<file path="src/rtl/mbist_scheduler_if.sv">
// Control and result bundle between the MBIST scheduler, its run controller and the shared engine.
interface mbist_scheduler_if #(
    parameter int unsigned N_MEM = 4,
    parameter int unsigned SEL_W = $clog2(N_MEM)
);
    logic             i_start;
    logic             i_abort;
    logic [N_MEM-1:0] i_mem_mask;
    logic             i_engine_done;
    logic             i_engine_fail;
    logic             o_engine_start;
    logic             o_engine_abort;
    logic [SEL_W-1:0] o_mem_sel;
    logic             o_busy;
    logic             o_done;
    logic [N_MEM-1:0] o_fail_map;
    logic             o_timeout;

    // Controller/engine side: drives requests and engine status, observes the scheduler.
    modport master (
        output i_start, i_abort, i_mem_mask, i_engine_done, i_engine_fail,
        input  o_engine_start, o_engine_abort, o_mem_sel, o_busy, o_done,
               o_fail_map, o_timeout
    );

    // Scheduler side.
    modport slave (
        input  i_start, i_abort, i_mem_mask, i_engine_done, i_engine_fail,
        output o_engine_start, o_engine_abort, o_mem_sel, o_busy, o_done,
               o_fail_map, o_timeout
    );
endinterface

</file>
<file path="src/rtl/mbist_scheduler.sv">
// Walks the enabled memories in index order, launching one shared BIST engine on each
// and collecting a per-memory pass/fail map with a per-memory WAIT timeout.
module mbist_scheduler #(
    parameter int unsigned N_MEM       = 4,
    parameter int unsigned TIMEOUT_CYC = 1024,
    parameter int unsigned SEL_W       = $clog2(N_MEM)
) (
    input  logic             clk,
    input  logic             rst,
    mbist_scheduler_if.slave bus
);

    localparam int unsigned      TMR_W    = $clog2(TIMEOUT_CYC);
    localparam logic [TMR_W-1:0] TMR_LAST = TMR_W'(TIMEOUT_CYC - 1);
    localparam logic [SEL_W-1:0] IDX_LAST = SEL_W'(N_MEM - 1);

    typedef enum logic [2:0] {
        S_IDLE   = 3'd0,
        S_SCAN   = 3'd1,
        S_LAUNCH = 3'd2,
        S_WAIT   = 3'd3,
        S_DONE   = 3'd4
    } state_t;

    state_t           r_state;
    logic [SEL_W-1:0] r_idx;
    logic [N_MEM-1:0] r_mask;
    logic [TMR_W-1:0] r_timer;
    logic             r_engine_start;
    logic             r_engine_abort;
    logic             r_busy;
    logic             r_done;
    logic [N_MEM-1:0] r_fail_map;
    logic             r_timeout;

    logic w_idx_last;
    logic w_mask_hit;
    logic w_tmr_last;

    assign w_idx_last = (r_idx == IDX_LAST);
    assign w_mask_hit = r_mask[r_idx];
    assign w_tmr_last = (r_timer == TMR_LAST);

    // Scheduler FSM; every output is a register updated alongside the state.
    always_ff @(posedge clk or posedge rst) begin
        if (rst) begin
            r_state        <= S_IDLE;
            r_idx          <= '0;
            r_mask         <= '0;
            r_timer        <= '0;
            r_engine_start <= 1'b0;
            r_engine_abort <= 1'b0;
            r_busy         <= 1'b0;
            r_done         <= 1'b0;
            r_fail_map     <= '0;
            r_timeout      <= 1'b0;
        end else begin
            r_engine_start <= 1'b0;
            r_engine_abort <= 1'b0;

            case (r_state)
                S_IDLE, S_DONE: begin
                    if (bus.i_start) begin
                        r_mask     <= bus.i_mem_mask;
                        r_idx      <= '0;
                        r_fail_map <= '0;
                        r_timeout  <= 1'b0;
                        if (bus.i_mem_mask == '0) begin
                            r_state <= S_DONE;
                            r_busy  <= 1'b0;
                            r_done  <= 1'b1;
                        end else begin
                            r_state <= S_SCAN;
                            r_busy  <= 1'b1;
                            r_done  <= 1'b0;
                        end
                    end
                end

                S_SCAN: begin
                    if (bus.i_abort) begin
                        r_state <= S_IDLE;
                        r_busy  <= 1'b0;
                    end else if (w_mask_hit) begin
                        r_state        <= S_LAUNCH;
                        r_engine_start <= 1'b1;
                    end else if (w_idx_last) begin
                        r_state <= S_DONE;
                        r_busy  <= 1'b0;
                        r_done  <= 1'b1;
                    end else begin
                        r_idx <= r_idx + SEL_W'(1);
                    end
                end

                S_LAUNCH: begin
                    if (bus.i_abort) begin
                        r_state        <= S_IDLE;
                        r_busy         <= 1'b0;
                        r_engine_abort <= 1'b1;
                    end else begin
                        r_timer <= '0;
                        r_state <= S_WAIT;
                    end
                end

                S_WAIT: begin
                    if (bus.i_abort) begin
                        r_state        <= S_IDLE;
                        r_busy         <= 1'b0;
                        r_engine_abort <= 1'b1;
                    end else if (bus.i_engine_done || w_tmr_last) begin
                        // A done arriving on the last allowed cycle beats the timeout.
                        if (bus.i_engine_done) begin
                            r_fail_map[r_idx] <= bus.i_engine_fail;
                        end else begin
                            r_fail_map[r_idx] <= 1'b1;
                            r_timeout         <= 1'b1;
                            r_engine_abort    <= 1'b1;
                        end
                        if (w_idx_last) begin
                            r_state <= S_DONE;
                            r_busy  <= 1'b0;
                            r_done  <= 1'b1;
                        end else begin
                            r_idx   <= r_idx + SEL_W'(1);
                            r_state <= S_SCAN;
                        end
                    end else begin
                        r_timer <= r_timer + TMR_W'(1);
                    end
                end

                default: begin
                    r_state <= S_IDLE;
                    r_busy  <= 1'b0;
                    r_done  <= 1'b0;
                end
            endcase
        end
    end

    assign bus.o_engine_start = r_engine_start;
    assign bus.o_engine_abort = r_engine_abort;
    assign bus.o_mem_sel      = r_idx;
    assign bus.o_busy         = r_busy;
    assign bus.o_done         = r_done;
    assign bus.o_fail_map     = r_fail_map;
    assign bus.o_timeout      = r_timeout;

endmodule

</file>
<file path="src/flat_wrapper.sv">
// flat-port wrapper written by rule: the top's interface ports become plain ports
module mbist_scheduler_flat 
#(
    parameter int unsigned N_MEM       = 4,
    parameter int unsigned TIMEOUT_CYC = 1024,
    parameter int unsigned SEL_W       = $clog2(N_MEM)
)
  (clk, rst, bus_i_start, bus_i_abort, bus_i_mem_mask, bus_i_engine_done, bus_i_engine_fail, bus_o_engine_start, bus_o_engine_abort, bus_o_mem_sel, bus_o_busy, bus_o_done, bus_o_fail_map, bus_o_timeout);
  mbist_scheduler_if #(.N_MEM(N_MEM), .SEL_W(SEL_W)) bus_i ();
  input  logic clk;
  input  logic rst;
  input wire logic [$bits(bus_i.i_start)-1:0] bus_i_start;
  input wire logic [$bits(bus_i.i_abort)-1:0] bus_i_abort;
  input wire logic [$bits(bus_i.i_mem_mask)-1:0] bus_i_mem_mask;
  input wire logic [$bits(bus_i.i_engine_done)-1:0] bus_i_engine_done;
  input wire logic [$bits(bus_i.i_engine_fail)-1:0] bus_i_engine_fail;
  output wire logic [$bits(bus_i.o_engine_start)-1:0] bus_o_engine_start;
  output wire logic [$bits(bus_i.o_engine_abort)-1:0] bus_o_engine_abort;
  output wire logic [$bits(bus_i.o_mem_sel)-1:0] bus_o_mem_sel;
  output wire logic [$bits(bus_i.o_busy)-1:0] bus_o_busy;
  output wire logic [$bits(bus_i.o_done)-1:0] bus_o_done;
  output wire logic [$bits(bus_i.o_fail_map)-1:0] bus_o_fail_map;
  output wire logic [$bits(bus_i.o_timeout)-1:0] bus_o_timeout;
  assign bus_i.i_start = bus_i_start;
  assign bus_i.i_abort = bus_i_abort;
  assign bus_i.i_mem_mask = bus_i_mem_mask;
  assign bus_i.i_engine_done = bus_i_engine_done;
  assign bus_i.i_engine_fail = bus_i_engine_fail;
  assign bus_o_engine_start = bus_i.o_engine_start;
  assign bus_o_engine_abort = bus_i.o_engine_abort;
  assign bus_o_mem_sel = bus_i.o_mem_sel;
  assign bus_o_busy = bus_i.o_busy;
  assign bus_o_done = bus_i.o_done;
  assign bus_o_fail_map = bus_i.o_fail_map;
  assign bus_o_timeout = bus_i.o_timeout;
  mbist_scheduler #(.N_MEM(N_MEM), .TIMEOUT_CYC(TIMEOUT_CYC), .SEL_W(SEL_W)) u_core (.clk(clk), .rst(rst), .bus(bus_i));
endmodule
</file>
<file path="config.mk">
export PLATFORM = sky130hd
export DESIGN_NAME = mbist_scheduler_flat
export DESIGN_NICKNAME = d
export VERILOG_FILES = /design/src/rtl/mbist_scheduler_if.sv /design/src/rtl/mbist_scheduler.sv /design/src/flat_wrapper.sv
export SDC_FILE = /design/constraint.sdc
export NUM_CORES = 1
export LEC_CHECK = 0
export ABC_CLOCK_PERIOD_IN_PS = 4400
export BUFFER_PORTS_ARGS = -buffer_cell sky130_fd_sc_hd__buf_2
export CAP_MARGIN = 20
export CORE_MARGIN = 2
export CORE_UTILIZATION = 45
export CTS_BUF_LIST = sky130_fd_sc_hd__clkbuf_8
export DETAILED_ROUTE_END_ITERATION = 8
export GPL_ROUTABILITY_DRIVEN = 1
export GPL_TIMING_DRIVEN = 0
export PLACE_DENSITY = 0.69
export SYNTH_ARGS = -nofsm -noshare
export SYNTH_HDL_FRONTEND = slang
export SYNTH_SLANG_ARGS = --single-unit
</file>
<file path="constraint.sdc">
create_clock -name clk -period 4.4 [get_ports clk]
set_input_delay 0.22 -clock clk [delete_from_list [all_inputs] [get_ports clk]]
set_output_delay 0.22 -clock clk [all_outputs]
set_load 0.01 [all_outputs]
</file>
* Yosys cells after proc, flatten, opt, wreduce, memory -nomap -nowiden
Index checks and enable logic that the tools add are counted.
Word-level totals: register bits after elaboration 28, word-level logic and storage cells 111, input port bits 10, output and inout bits 11
Operators by class: mux-type cells 61, equality and inequality tests 18, add/sub/neg operators 2, bitwise operators 2, reductions and logical operators 16, $lt $le $gt $ge 2
Operators with widths (count):
- 2-to-1 mux 10 bit | 3
- 2-to-1 mux 1 bit | 28
- 2-to-1 mux 3 bit | 8
- case mux 10 bit (2 select lines) | 1
- 2-to-1 mux 4 bit | 4
- != test 2 bit, second input constant | 8
- 2-to-1 mux 2 bit | 7
- case mux 3 bit (4 select lines) | 1
- AND reduction 4 bit | 3
- AND reduction 6 bit | 2
- adder 10 x 1 -> 10 bit, second input constant | 1
- == test 10 bit, second input constant | 1
- case mux 1 bit (4 select lines) | 2
- case mux 4 bit (2 select lines) | 1
- == test 3 x 2 -> 1 bit, second input constant | 2
- case mux 2 bit (3 select lines) | 1
- AND reduction 5 bit | 1
- bitwise mux 4 bit | 1
- logical NOT 4 bit | 1
- != test 4 x 2 -> 1 bit, second input constant | 1
- bitwise OR 4 bit | 1
- case mux 1 bit (2 select lines) | 2
- nonzero test 2 bit | 2
- == test 3 x 1 -> 1 bit, second input constant | 1
- other kinds (18) | 18

* Depth between registers and ports, before layout
word-level depth 9, gate-level depth with buffers 7, depth with buffers taken out 6

* Worst setup path after synthesis
Ideal clock, no wire load.
kind register to register, from register u_core.r_state[2], to register u_core.r_busy, in the netlist u_core.bus.o_busy, buffers on the path 1, stages on the path, launching flop included 7, arrival 1.773 ns, setup time 0.128 ns, path slack 2.499 ns, required time 4.272 ns, period minus slack after synthesis 1.901 ns, path through dfrtp_1 > buf_6 > or3b_4 > a21o_4 > or2_4 > o2111ai_2 > mux2_1
On the way: cells in the longest elaborated chain, start to end 4, elaborated cells between the ends (all ways) 12, those cells by class 8 x eq/ne; 1 x mux; 3 x reduce/logical
Ends and longest elaborated chain:
- start: declaration | RTL line mbist_scheduler.sv:25 | state_t r_state;
- start signal: assignment | RTL line mbist_scheduler.sv:47 | r_state <= S_IDLE;
- start signal: assignment | RTL line mbist_scheduler.sv:69 | r_state <= S_DONE;
- start signal: assignment | RTL line mbist_scheduler.sv:73 | r_state <= S_SCAN;
- == test 3 bit or logical NOT 3 bit (tied branches) | RTL line mbist_scheduler.sv:61 | case (r_state)
- OR reduction 2 bit | RTL line mbist_scheduler.sv:61
- != test 2 bit (no line)
- AND reduction 4 bit (no line)
- end signal: assignment | RTL line mbist_scheduler.sv:70 | r_busy <= 1'b0;
- end signal: assignment | RTL line mbist_scheduler.sv:74 | r_busy <= 1'b1;
- end signal: assignment | RTL line mbist_scheduler.sv:83 | r_busy <= 1'b0;
- end: declaration | RTL line mbist_scheduler.sv:31 | logic r_busy;
Several ways; a longest one is shown, not always the timed one. A chain may end at the register's enable or synchronous reset.

* Worst setup path after layout
from register u_core.r_state[0], to register u_core.r_busy, in the netlist u_core.bus.o_busy
Same word-level chain as after synthesis.

==> metrics.txt <==
power per cell area=a little over 500 nW/um2; global-route wire length before repair=5.74 mm; number of distinct library cell variants in the gate-level netlist after synthesis=46; largest net degree at the start of global routing=29; Finished Layout Cells=238; initial drt markers=62; launch point of the critical path=u_core.r_state[0]; critical path class=flop to flop; Total Neg Setup Slack=0 ps; number of cells upsized or downsized after cts=0; post-DP HPWL=2.46 mm; floorplan die area=4150 um2; Port Buffers=19; number of I/O pins=21; clock tree from TritonCTS=done; area fraction of the dominant cell type after synthesis=0.427; gr ovfl total=0; number of enable-type register cells in the synthesized netlist=0; final hold violation count=0; Avg Synthesized Cell Area=9.83 um2; number of synthesized register bits=28; Reg2Reg Setup Slack=2330 ps; most frequently used flop master after synthesis=dfrtp_1; DRT Wirelength=3.33 mm; required time at the worst-slack endpoint=4560 ps; gr usage total=0.176; overall via count from detail_route=1311; final weighted congestion in routability-driven placement=~0.79; number of cells after detailed placement=~230; starting density of the core=0.481; timing-limited maximum frequency=around 0.48 GHz; mean number of vias per cell=5.51; post-synthesis async set-or-reset flop share=1.00; cell types occupying the most area after synthesis=dfrtp_1 (43%), nand2_1 (4.6%), ha_1 (3.8%); count of warnings emitted by yosys=0; signed area change from the synthesized netlist to the final layout=14.9%; ratio of cells with drive above 1 in the final layout=0.219; height of the die=approximately 64 um; number of failing setup endpoints in the final timing report=0; largest area contributor in the synthesized netlist=dfrtp_1; Detail Route Antenna Nets=0; root cell of the clock tree=clkbuf_8; most frequent standard cell in the layout excluding fill and tap cells=dfrtp_1; crit end category=flop; core region area=around 3400 um2; R2R Path End=u_core.bus.o_busy; most used cells in the layout excluding fill and tap cells=dfrtp_1 (28), buf_2 (21), nand2_1 (20); die extent in x=64.4 um; number of max-cap violations=0; setup repair after global routing missed its margin=no; number of antenna cells inserted=0; drt first pass iters=4; static leakage=0.874 nW; transition time at the pin with the least slew margin=768 ps; number of H-tree levels=1; sequential cell area fraction in the yosys report=0.427; number of remaining DRC errors=0; post-route fraction of the period consumed by the critical path=0.469; net total in the final layout=208; Max-Slew Margin vs Limit=0.483; CTS Buffer Depth=2; r2r worst-path depth=6; total number of placement rows=21; synthesized net count=between 150 and 200; maximum clock skew at final layout=1.57 ps; type of the tightest min-delay check=primary input to flop; Num CTS Buffers=3; cell count after synthesis=167; average wire per cell in the routed design=about 14 um; worst-skew pair later-pin latency=270 ps; CP Capture Point=u_core.bus.o_busy; max-slew violation total from the final report=0; clock period minus final worst setup slack=about 2100 ps; largest fanout on the critical path=10; TritonCTS Sinks=28; clock-pin transition on the worst setup and hold timing paths=about 90 ps; arrival time at the worst endpoint=2230 ps; vias in the first global route=1227; maximum vdd ir drop=0.000238 V; Critical Path Source Type=flop; origin of the critical flop-to-flop path=u_core.r_state[0]; outcome=complete, no violations; antenna violations before repair=0; cell area after synthesis=1640 um2
[cells by family (layout without fill, tap and decap cells)]
kind of cell | count (synthesis) | in the layout | synth area share
simple gates | 69 | 69 | 0.242
compound gates | 36 | 36 | 0.152
flops | 28 | 28 | 0.427
buf+inv | 15 | 40 | 0.0511
xor+xnor | 8 | 8 | 0.0427
mux | 6 | 6 | 0.0480
fa+ha+maj | 5 | 5 | 0.0381
[report_power, final]
group | leakage [nW] | switching (mW) | total, mW | internal, mW
sequential | 0.371 | 0.0422 | 0.361 | 0.319
combinational | 0.474 | 0.242 | 0.441 | 0.199
clock | 0.0288 | 0.0776 | 0.158 | 0.0801
[routing by layer]
layer / up-vias / global-route usage / share of wire
met5: - / 0 / 0
met3: 4 / 0.0229 / 0.043
met1: 621 / 0.255 / 0.48
li1: 646 / - / -
met2: 40 / 0.273 / 0.47
met4: 0 / 0.0559 / 0.013
[sequential cells by signal (all words and copies together), names as in the netlist]
name and flops:
u_core.r_timer 10, u_core.r_mask 4, u_core.bus.o_engine_start 1, u_core.bus.o_busy 1, u_core.bus.o_fail_map 4, u_core.bus.o_mem_sel 2
u_core.bus.o_engine_abort 1, u_core.r_state 3, u_core.bus.o_timeout 1, u_core.bus.o_done 1
[through the flow]
stage	total power [mW]	setup WS [ps]	hold WS [ps]	area, um2	util
after detailed placement	0.802	2350	479	1790	0.525
after global routing	1.04	2190	201	1890	0.552
after floorplan	0.696	2500	285	1640	-
after global placement	0.786	2370	473	1790	0.525
after CTS	0.961	2330	194	1850	0.541
final	0.960	2330	196	1890	0.552
[synthesized netlist by cell type, types with 2 or more instances]
master,instances
nor3_1,4
ha_1,5
buf_6,2
a21oi_1,8
xnor2_1,5
a31oi_1,2
dfrtp_1,28
buf_2,2
o21ai_0,10
mux2_2,4
a22o_1,4
nand4_1,2
nor3b_1,3
a21o_1,3
nor4_1,4
nand2_1,20
nor2b_1,2
inv_1,7
or3_1,2
nor2_1,14
clkbuf_1,3
xor2_1,3
nand3_1,7
[worst min-delay path by stage]
stage | startpoint | depth (start not counted) | endpoint | slack (ps)
global route | bus_i_mem_mask[3] | 2 | u_core.r_mask[3] | 200
floorplan | rst | 1 | u_core.bus.o_busy | 290
global placement | bus_i_mem_mask[0] | 2 | u_core.r_mask[0] | 470
finish | bus_i_mem_mask[3] | 2 | u_core.r_mask[3] | 200
detailed placement | u_core.bus.o_busy | 1 | u_core.bus.o_busy | 480
CTS | bus_i_mem_mask[3] | 2 | u_core.r_mask[3] | 190
[timing repair]
action,in CTS,in global routing
endpoints found under the hold margin,0,5
hold buffers,0,1
setup endpoints to repair,0,0
buffers inserted,0,0
[worst max-delay path, cell delays in order, from the launching register on]
cell and delay (ps):
dfrtp_1 380, buf_6 140, nor4b_4 590, nor4_4 110, or2_4 300, o2111ai_2 80
mux2_1 340
[layout make-up]
class                           count  area, um2
Buffer                              8       57.6
Clock buffer                        4       55.1
Fill cell                         315       1530
Inverter                            7       26.3
Multi-Input combinational cell    124        857
Sequential cell                    28        701
Tap cell                           46       57.6
Timing Repair Buffer               21        133
(Power assumes the default switching activity.)
